`config.mk`:
```
export PLATFORM = sky130hd
export DESIGN_NAME = fft8_stage_sequencer_flat
export DESIGN_NICKNAME = d
export VERILOG_FILES = /design/src/rtl/fft8_stage_sequencer_if.sv /design/src/rtl/fft8_stage_sequencer.sv /design/src/flat_wrapper.sv
export SDC_FILE = /design/constraint.sdc
export NUM_CORES = 1
export LEC_CHECK = 0
export ABC_AREA = 1
export CORE_AREA = 2 2 455 457
export DETAILED_ROUTE_END_ITERATION = 16
export DIE_AREA = 0 0 457 459
export PLACE_DENSITY_LB_ADDON = 0.05
export SYNTH_ARGS = -nofsm -noshare
export SYNTH_HDL_FRONTEND = slang
export SYNTH_SLANG_ARGS = --single-unit
```
`constraint.sdc`:
```
create_clock -name clk -period 3.8 [get_ports clk]
set_input_delay 1.14 -clock clk [delete_from_list [all_inputs] [get_ports clk]]
set_output_delay 1.14 -clock clk [all_outputs]
set_load 0.05 [all_outputs]
```
`src/rtl/fft8_stage_sequencer_if.sv`:
```
// -----------------------------------------------------------------------------
// fft8_stage_sequencer_if
//
// Bundles every signal between the 8-point FFT frame sequencer and the things
// around it: the core-side input stream, the three butterfly stages and the
// output stream.
//
//   master : the sequencer (drives in_ready, stage_start, stage_din, outputs)
//   slave  : the environment (drives samples, stage results, out_ready)
//
// Signals
//   in_valid/in_ready, in_real/in_imag   input sample stream, natural order
//   stage_start[2:0]                     one-hot start strobe, bit s = stage s+1
//   stage_ready[2:0]                     one-hot result strobes from the stages
//   stage_din/stage_dout                 16 words, sample k real at word 2k,
//                                        imag at word 2k+1
//   out_valid/out_ready, out_real/out_imag, out_index   output bin stream
//   busy, err                            status
//   ifft_mode                            only present with FFT_SEQ_IFFT_EN
// -----------------------------------------------------------------------------
interface fft8_stage_sequencer_if #(
   parameter int WIDTH = 32
);
   logic                     in_valid;
   logic                     in_ready;
   logic signed [WIDTH-1:0]  in_real;
   logic signed [WIDTH-1:0]  in_imag;
   logic [2:0]               stage_start;
   logic [2:0]               stage_ready;
   logic [16*WIDTH-1:0]      stage_din;
   logic [16*WIDTH-1:0]      stage_dout;
   logic                     out_valid;
   logic                     out_ready;
   logic signed [WIDTH-1:0]  out_real;
   logic signed [WIDTH-1:0]  out_imag;
   logic [2:0]               out_index;
   logic                     busy;
   logic                     err;
`ifdef FFT_SEQ_IFFT_EN
   logic                     ifft_mode;

   modport master (
      input  in_valid, in_real, in_imag, stage_ready, stage_dout, out_ready, ifft_mode,
      output in_ready, stage_start, stage_din, out_valid, out_real, out_imag,
             out_index, busy, err
   );
   modport slave (
      output in_valid, in_real, in_imag, stage_ready, stage_dout, out_ready, ifft_mode,
      input  in_ready, stage_start, stage_din, out_valid, out_real, out_imag,
             out_index, busy, err
   );
`else
   modport master (
      input  in_valid, in_real, in_imag, stage_ready, stage_dout, out_ready,
      output in_ready, stage_start, stage_din, out_valid, out_real, out_imag,
             out_index, busy, err
   );
   modport slave (
      output in_valid, in_real, in_imag, stage_ready, stage_dout, out_ready,
      input  in_ready, stage_start, stage_din, out_valid, out_real, out_imag,
             out_index, busy, err
   );
`endif
endinterface

```
`src/rtl/fft8_stage_sequencer.sv`:
```
// -----------------------------------------------------------------------------
// fft8_stage_sequencer
//
// Frame controller for the 8-point radix-2 FFT datapath. Loads eight complex
// samples into a bit-reversed frame buffer, runs the three butterfly stages
// one after another (start strobe, wait for ready, capture the stage result
// back into the buffer), then streams the eight bins out in natural order.
//
// Ports
//   clk   rising-edge clock
//   rst   synchronous, active-high reset; aborts any frame in progress
//   bus   fft8_stage_sequencer_if.master (streams, stage bus, status)
//
// Parameters
//   WIDTH          bits per real/imag component (two's complement)
//   STAGE_TIMEOUT  WAIT cycles allowed per stage before the sticky error
//
// Build option
//   FFT_SEQ_IFFT_EN  adds bus.ifft_mode. The mode is sampled with sample 0
//                    and held for the frame; in inverse mode the loaded imag
//                    is negated and the output is (re, -im) >>> 3.
// -----------------------------------------------------------------------------
module fft8_stage_sequencer #(
   parameter int WIDTH         = 32,
   parameter int STAGE_TIMEOUT = 8
) (
   input  logic                   clk,
   input  logic                   rst,
   fft8_stage_sequencer_if.master bus
);

   localparam logic [2:0] ST_LOAD   = 3'd0;
   localparam logic [2:0] ST_ISSUE  = 3'd1;
   localparam logic [2:0] ST_WAIT   = 3'd2;
   localparam logic [2:0] ST_UNLOAD = 3'd3;
   localparam logic [2:0] ST_ERR    = 3'd4;

   // Counter only has to hold 0..STAGE_TIMEOUT-1: the last WAIT cycle is the
   // one where it equals STAGE_TIMEOUT-1.
   localparam int            TW       = (STAGE_TIMEOUT < 2) ? 1 : $clog2(STAGE_TIMEOUT);
   localparam logic [TW-1:0] TMO_LAST = TW'(STAGE_TIMEOUT - 1);

   logic [2:0]              state_reg;
   logic [2:0]              state_next;
   logic [2:0]              load_cnt_reg;
   logic [1:0]              stage_reg;
   logic [TW-1:0]           tmo_reg;
   logic [2:0]              out_index_reg;
   logic signed [WIDTH-1:0] buf_re_reg [8];
   logic signed [WIDTH-1:0] buf_im_reg [8];

   logic                    load_fire;
   logic                    capture;
   logic                    tmo_hit;
   logic                    out_fire;
   logic [2:0]              load_addr;
   logic signed [WIDTH-1:0] load_im;
   logic signed [WIDTH-1:0] sel_re;
   logic signed [WIDTH-1:0] sel_im;

   function automatic logic [2:0] bitrev3(input logic [2:0] n);
      return {n[0], n[1], n[2]};
   endfunction

   // in_ready is gated by rst so it already reads 0 during the reset cycle,
   // whatever state the frame was in.
   assign bus.in_ready = (state_reg == ST_LOAD) && !rst;
   assign load_fire    = bus.in_valid && bus.in_ready;
   assign capture      = (state_reg == ST_WAIT) && bus.stage_ready[stage_reg];
   assign tmo_hit      = (tmo_reg == TMO_LAST);
   assign out_fire     = (state_reg == ST_UNLOAD) && bus.out_ready;
   assign load_addr    = bitrev3(load_cnt_reg);

   assign sel_re = buf_re_reg[out_index_reg];
   assign sel_im = buf_im_reg[out_index_reg];

`ifdef FFT_SEQ_IFFT_EN
   logic                    mode_reg;
   logic                    load_mode;
   logic signed [WIDTH-1:0] neg_im;

   // Sample 0 must already see the mode being latched alongside it.
   assign load_mode    = (load_cnt_reg == 3'd0) ? bus.ifft_mode : mode_reg;
   assign load_im      = load_mode ? -bus.in_imag : bus.in_imag;
   assign neg_im       = -sel_im;
   assign bus.out_real = mode_reg ? (sel_re >>> 3) : sel_re;
   assign bus.out_imag = mode_reg ? (neg_im >>> 3) : sel_im;

   always_ff @(posedge clk) begin
      if (rst) begin
         mode_reg <= 1'b0;
      end else if (load_fire && (load_cnt_reg == 3'd0)) begin
         mode_reg <= bus.ifft_mode;
      end
   end
`else
   assign load_im      = bus.in_imag;
   assign bus.out_real = sel_re;
   assign bus.out_imag = sel_im;
`endif

   // Next-state logic. A ready in the last allowed WAIT cycle beats the timeout.
   always_comb begin
      state_next = state_reg;
      case (state_reg)
         ST_LOAD:   if (load_fire && (load_cnt_reg == 3'd7)) state_next = ST_ISSUE;
         ST_ISSUE:  state_next = ST_WAIT;
         ST_WAIT: begin
            if (capture) begin
               state_next = (stage_reg == 2'd2) ? ST_UNLOAD : ST_ISSUE;
            end else if (tmo_hit) begin
               state_next = ST_ERR;
            end
         end
         ST_UNLOAD: if (out_fire && (out_index_reg == 3'd7)) state_next = ST_LOAD;
         ST_ERR:    state_next = ST_ERR;
         default:   state_next = ST_LOAD;
      endcase
   end

   always_ff @(posedge clk) begin
      if (rst) begin
         state_reg     <= ST_LOAD;
         load_cnt_reg  <= 3'd0;
         stage_reg     <= 2'd0;
         tmo_reg       <= '0;
         out_index_reg <= 3'd0;
      end else begin
         state_reg <= state_next;
         if (load_fire) begin
            load_cnt_reg <= load_cnt_reg + 3'd1;
         end
         if (state_reg == ST_ISSUE) begin
            tmo_reg <= '0;
         end else if ((state_reg == ST_WAIT) && !capture) begin
            tmo_reg <= tmo_reg + 1'b1;
         end
         // Stage index returns to 0 after the last stage, ready for the next frame.
         if (capture) begin
            stage_reg <= (stage_reg == 2'd2) ? 2'd0 : stage_reg + 2'd1;
         end
         if (out_fire) begin
            out_index_reg <= out_index_reg + 3'd1;
         end
      end
   end

   // Frame buffer: written one entry at a time while loading, all at once on
   // a stage capture.
   always_ff @(posedge clk) begin
      if (rst) begin
         for (int i = 0; i < 8; i++) begin
            buf_re_reg[i] <= '0;
            buf_im_reg[i] <= '0;
         end
      end else if (capture) begin
         for (int i = 0; i < 8; i++) begin
            buf_re_reg[i] <= bus.stage_dout[(2*i)*WIDTH +: WIDTH];
            buf_im_reg[i] <= bus.stage_dout[(2*i+1)*WIDTH +: WIDTH];
         end
      end else if (load_fire) begin
         buf_re_reg[load_addr] <= bus.in_real;
         buf_im_reg[load_addr] <= load_im;
      end
   end

   genvar gi;
   generate
      for (gi = 0; gi < 8; gi++) begin : g_din
         assign bus.stage_din[(2*gi)*WIDTH +: WIDTH]   = buf_re_reg[gi];
         assign bus.stage_din[(2*gi+1)*WIDTH +: WIDTH] = buf_im_reg[gi];
      end
   endgenerate

   assign bus.stage_start = (state_reg == ST_ISSUE) ? (3'b001 << stage_reg) : 3'b000;
   assign bus.out_valid   = (state_reg == ST_UNLOAD);
   assign bus.out_index   = out_index_reg;
   assign bus.busy        = (state_reg != ST_LOAD);
   assign bus.err         = (state_reg == ST_ERR);

endmodule

```
`src/flat_wrapper.sv`:
```
// flat-port wrapper written by rule: the top's interface ports become plain ports
module fft8_stage_sequencer_flat 
#(
   parameter int WIDTH         = 32,
   parameter int STAGE_TIMEOUT = 8
)
  (clk, rst, bus_in_valid, bus_in_real, bus_in_imag, bus_stage_ready, bus_stage_dout, bus_out_ready, bus_in_ready, bus_stage_start, bus_stage_din, bus_out_valid, bus_out_real, bus_out_imag, bus_out_index, bus_busy, bus_err);
  fft8_stage_sequencer_if #(.WIDTH(WIDTH)) bus_i ();
  input  logic clk;
  input  logic rst;
  input wire logic [$bits(bus_i.in_valid)-1:0] bus_in_valid;
  input wire logic [$bits(bus_i.in_real)-1:0] bus_in_real;
  input wire logic [$bits(bus_i.in_imag)-1:0] bus_in_imag;
  input wire logic [$bits(bus_i.stage_ready)-1:0] bus_stage_ready;
  input wire logic [$bits(bus_i.stage_dout)-1:0] bus_stage_dout;
  input wire logic [$bits(bus_i.out_ready)-1:0] bus_out_ready;
  output wire logic [$bits(bus_i.in_ready)-1:0] bus_in_ready;
  output wire logic [$bits(bus_i.stage_start)-1:0] bus_stage_start;
  output wire logic [$bits(bus_i.stage_din)-1:0] bus_stage_din;
  output wire logic [$bits(bus_i.out_valid)-1:0] bus_out_valid;
  output wire logic [$bits(bus_i.out_real)-1:0] bus_out_real;
  output wire logic [$bits(bus_i.out_imag)-1:0] bus_out_imag;
  output wire logic [$bits(bus_i.out_index)-1:0] bus_out_index;
  output wire logic [$bits(bus_i.busy)-1:0] bus_busy;
  output wire logic [$bits(bus_i.err)-1:0] bus_err;
  assign bus_i.in_valid = bus_in_valid;
  assign bus_i.in_real = bus_in_real;
  assign bus_i.in_imag = bus_in_imag;
  assign bus_i.stage_ready = bus_stage_ready;
  assign bus_i.stage_dout = bus_stage_dout;
  assign bus_i.out_ready = bus_out_ready;
  assign bus_in_ready = bus_i.in_ready;
  assign bus_stage_start = bus_i.stage_start;
  assign bus_stage_din = bus_i.stage_din;
  assign bus_out_valid = bus_i.out_valid;
  assign bus_out_real = bus_i.out_real;
  assign bus_out_imag = bus_i.out_imag;
  assign bus_out_index = bus_i.out_index;
  assign bus_busy = bus_i.busy;
  assign bus_err = bus_i.err;
  fft8_stage_sequencer #(.WIDTH(WIDTH), .STAGE_TIMEOUT(STAGE_TIMEOUT)) u_core (.clk(clk), .rst(rst), .bus(bus_i));
endmodule
```
==> impl_metrics.env <==
export IMPL_layout_common_cells="clkdlybuf4s50_1, nand3_1, edfxtp_1"
export IMPL_reg2reg_depth=8
export IMPL_cts_made_buffers=82
export IMPL_antenna_found_initial=60
export IMPL_overflow=0
export IMPL_fin_crit_sh_pct=97.0
export IMPL_crit_type="flip-flop to output pin"
export IMPL_arrival_ns=2.55
export IMPL_routed_via_density=4.15
export IMPL_cts_path_max_buffers=3
export IMPL_cts_max_level=3
export IMPL_drive_above_1_share_pct=10.2
export IMPL_dieArea_um2=210000
export IMPL_route_vias_total=27500
export IMPL_relSlewSlack_pct=39.9
export IMPL_fin_util_pct=22.5
export IMPL_cts_root_buf="clkbuf_16"
export IMPL_yosysSeqAreaShare_pct=57.3
export IMPL_startpoint_type="flip-flop"
export IMPL_cp_end_kind="output pin"
export IMPL_die_width_um=457
export IMPL_first_iter_violations=1752
export IMPL_outcome="completed"
export IMPL_worstReg2RegStart="u_core.stage_reg[0]"
export IMPL_rows=167
export IMPL_io_pins=1169
export IMPL_area_delta_synth_final_pct=68.8
export IMPL_final_antenna_net_count=0
export IMPL_dr_pass1_iters=5
export IMPL_synth_avg_cell_area_um2=10.2
export IMPL_drv_slew=0
export IMPL_cp_max_fo=21
export IMPL_final_setup_tns_ns=0
export IMPL_cp_required_ns=2.66
export IMPL_drc=0
export IMPL_yosysWarnings=0
export IMPL_place_port_buffers=1168
export IMPL_fmax_ghz=0.271
export IMPL_hp_start="u_core.tmo_reg[0]"
export IMPL_worst_pin_slew_ns=0.899
export IMPL_setup_viol=0
export IMPL_path_clk_slew_ns=0.06
export IMPL_syn_area_um2=27400
export IMPL_initial_core_util_pct=13.3
export IMPL_dp_hpwl_um=166000
export IMPL_grt_pass1_wl_um=289000
export IMPL_grt_pass1_vias=29100
export IMPL_synth_cells=2691
export IMPL_gp_congestion=0.791
export IMPL_holdPathStages=2
export IMPL_synthDistinctLibCells=33
export IMPL_synth_seq_cells=529
export IMPL_cts_sinks=529
export IMPL_grt_use_total_pct=20.4
export IMPL_mostFrequentLayoutCell="clkdlybuf4s50_1"
export IMPL_drt_wirelength_per_cell_um=33.6
export IMPL_nNetsFinal=4434
export IMPL_regToRegEndpoint="u_core.buf_re_reg[2][25]"
export IMPL_powerDensity_nw_per_um2=493
export IMPL_clk_latency_ns=0.71
export IMPL_ir_drop_mv=0.340
export IMPL_min_period_ns=3.69
export IMPL_cts_tree="yes"
export IMPL_wl_um=223000
export IMPL_syn_nets=3284
export IMPL_coreArea_um2=206000
export IMPL_finClkSkew_ns=0.0208
export IMPL_die_h_um=459
export IMPL_hold_path_class="flip-flop to flip-flop"
export IMPL_max_cap_violations=0
export IMPL_fill_cells=22500
export IMPL_grt_max_degree=88
export IMPL_hold_path_end="u_core.tmo_reg[0]"
export IMPL_rsz0062_at_grt="yes"
export IMPL_hold_viol_final=0
export IMPL_rrSetupSlack_ns=1.24
export IMPL_p_leak_nw=15.8
[worst max-delay path by stage]
| stage | to | slack [ns] | cells after the start |
|---|---|---|---|
| after global placement | u_core.buf_re_reg[2][25] | 0.15 | 6 |
| after floorplan | u_core.buf_im_reg[1][0] | -0.13 | 7 |
| final | bus_out_imag[11] | 0.11 | 8 |
| after global routing | bus_out_imag[11] | -0.02 | 8 |
| after CTS | bus_out_imag[11] | -0.02 | 8 |
| after detailed placement | u_core.buf_re_reg[2][25] | 0.1 | 6 |
[synth_stat cells]
cell type / instances / area [µm²]
nand4_1: 1 / 6.26
buf_4: 34 / 255
o31ai_1: 1 / 7.51
buf_6: 78 / 878
nor2_2: 1 / 6.26
inv_2: 2 / 7.51
o21ai_2: 20 / 175
inv_8: 1 / 11.3
xor2_1: 1 / 8.76
o21ai_1: 397 / 1990
inv_4: 1 / 6.26
buf_1: 25 / 93.8
a21oi_1: 6 / 30.0
clkbuf_4: 1 / 7.51
clkbuf_1: 90 / 338
o21ai_0: 229 / 1150
nor2_1: 143 / 537
o22ai_1: 130 / 813
mux2i_1: 128 / 1280
edfxtp_1: 512 / 15400
nand2_4: 1 / 11.3
nand3_1: 521 / 2610
inv_1: 82 / 308
ha_1: 10 / 125
nand2_1: 218 / 818
nor2_4: 1 / 11.3
buf_2: 24 / 120
buf_8: 1 / 15.0
nand3_2: 6 / 60.1
a21boi_0: 1 / 7.51
dfxtp_1: 17 / 340
nor3_1: 4 / 20.0
nand2_2: 4 / 25.0
[layout make-up]
| type | count | area (µm²) | area share, % |
|---|---|---|---|
| flip-flops and latches | 529 | 15700 | 34.0 |
| multi-input cells | 1823 | 9910 | 21.4 |
| inverters | 86 | 373 | 0.805 |
| clock buffers | 109 | 2290 | 4.95 |
| repair buffers | 1318 | 14400 | 31.0 |
| repair inverters | 1 | 8.76 | 0.0189 |
| diodes | 12 | 30.0 | 0.0648 |
| well taps | 2704 | 3380 | 7.30 |
| clock inverters | 40 | 236 | 0.511 |
[timing repair]
item	4_1_cts	5_1_grt
setup endpoints to repair	34	6
buffers inserted	13	2
hold buffers	0	0
cloned	3	2
gates resized for setup	36	6
pin swaps	0	1
[critical path, stage by stage (launching register included)]
cell	delay (ns)
dfxtp_4	0.50
buf_16	0.22
buf_16	0.20
buf_4	0.16
o21ai_0	0.08
o22ai_1	0.21
nand2_1	0.17
nand2_2	0.13
buf_12	0.14
[where the power goes]
group          total, mW  switching, mW  leakage [nW]  internal [mW]
clock               7.50           3.16          1.23           4.34
sequential          7.77          0.554          5.43           7.21
combinational       7.58           5.09          9.18           2.49
[kinds of logic (layout without fill, tap and decap cells)]
family | after synthesis | count (layout) | share of synthesized area (%)
muxes | 128 | 128 | 4.67
AOI/OAI and AO/OA | 784 | 784 | 15.2
buffers and inverters | 339 | 1554 | 7.44
xor gates and xnor gates | 1 | 1 | 0.0319
DFF | 529 | 529 | 57.3
other | 0 | 12 | 0
adders and majority gates | 10 | 10 | 0.456
and+or+nand+nor | 900 | 900 | 15.0
[per-layer routing]
layer	track usage, %	up-vias	part of all wire, %
met5	0	-	0.15
met1	22.7	13800	39
met3	7.51	239	8.1
met4	4.52	54	2.2
met2	36.8	1037	51
li1	-	12300	-
[per-stage QoR]
| step | worst slack, ns | std cells | cell area, µm² | hold WS [ns] | power (mW) |
|---|---|---|---|---|---|
| after global placement | 0.154 | 6441 | 43300 | 0.460 | 15.6 |
| after floorplan | -0.127 | 2691 | 27400 | 0.443 | 11.5 |
| after detailed placement | 0.0984 | 6441 | 43300 | 0.463 | 15.6 |
| final | 0.114 | 6622 | 46300 | 0.469 | 22.9 |
| after CTS | -0.0184 | 6606 | 46200 | 0.473 | 23.3 |
| after global routing | -0.0220 | 6615 | 46300 | 0.499 | 23.7 |
Note: power is estimated with default switching activity, not from simulation.
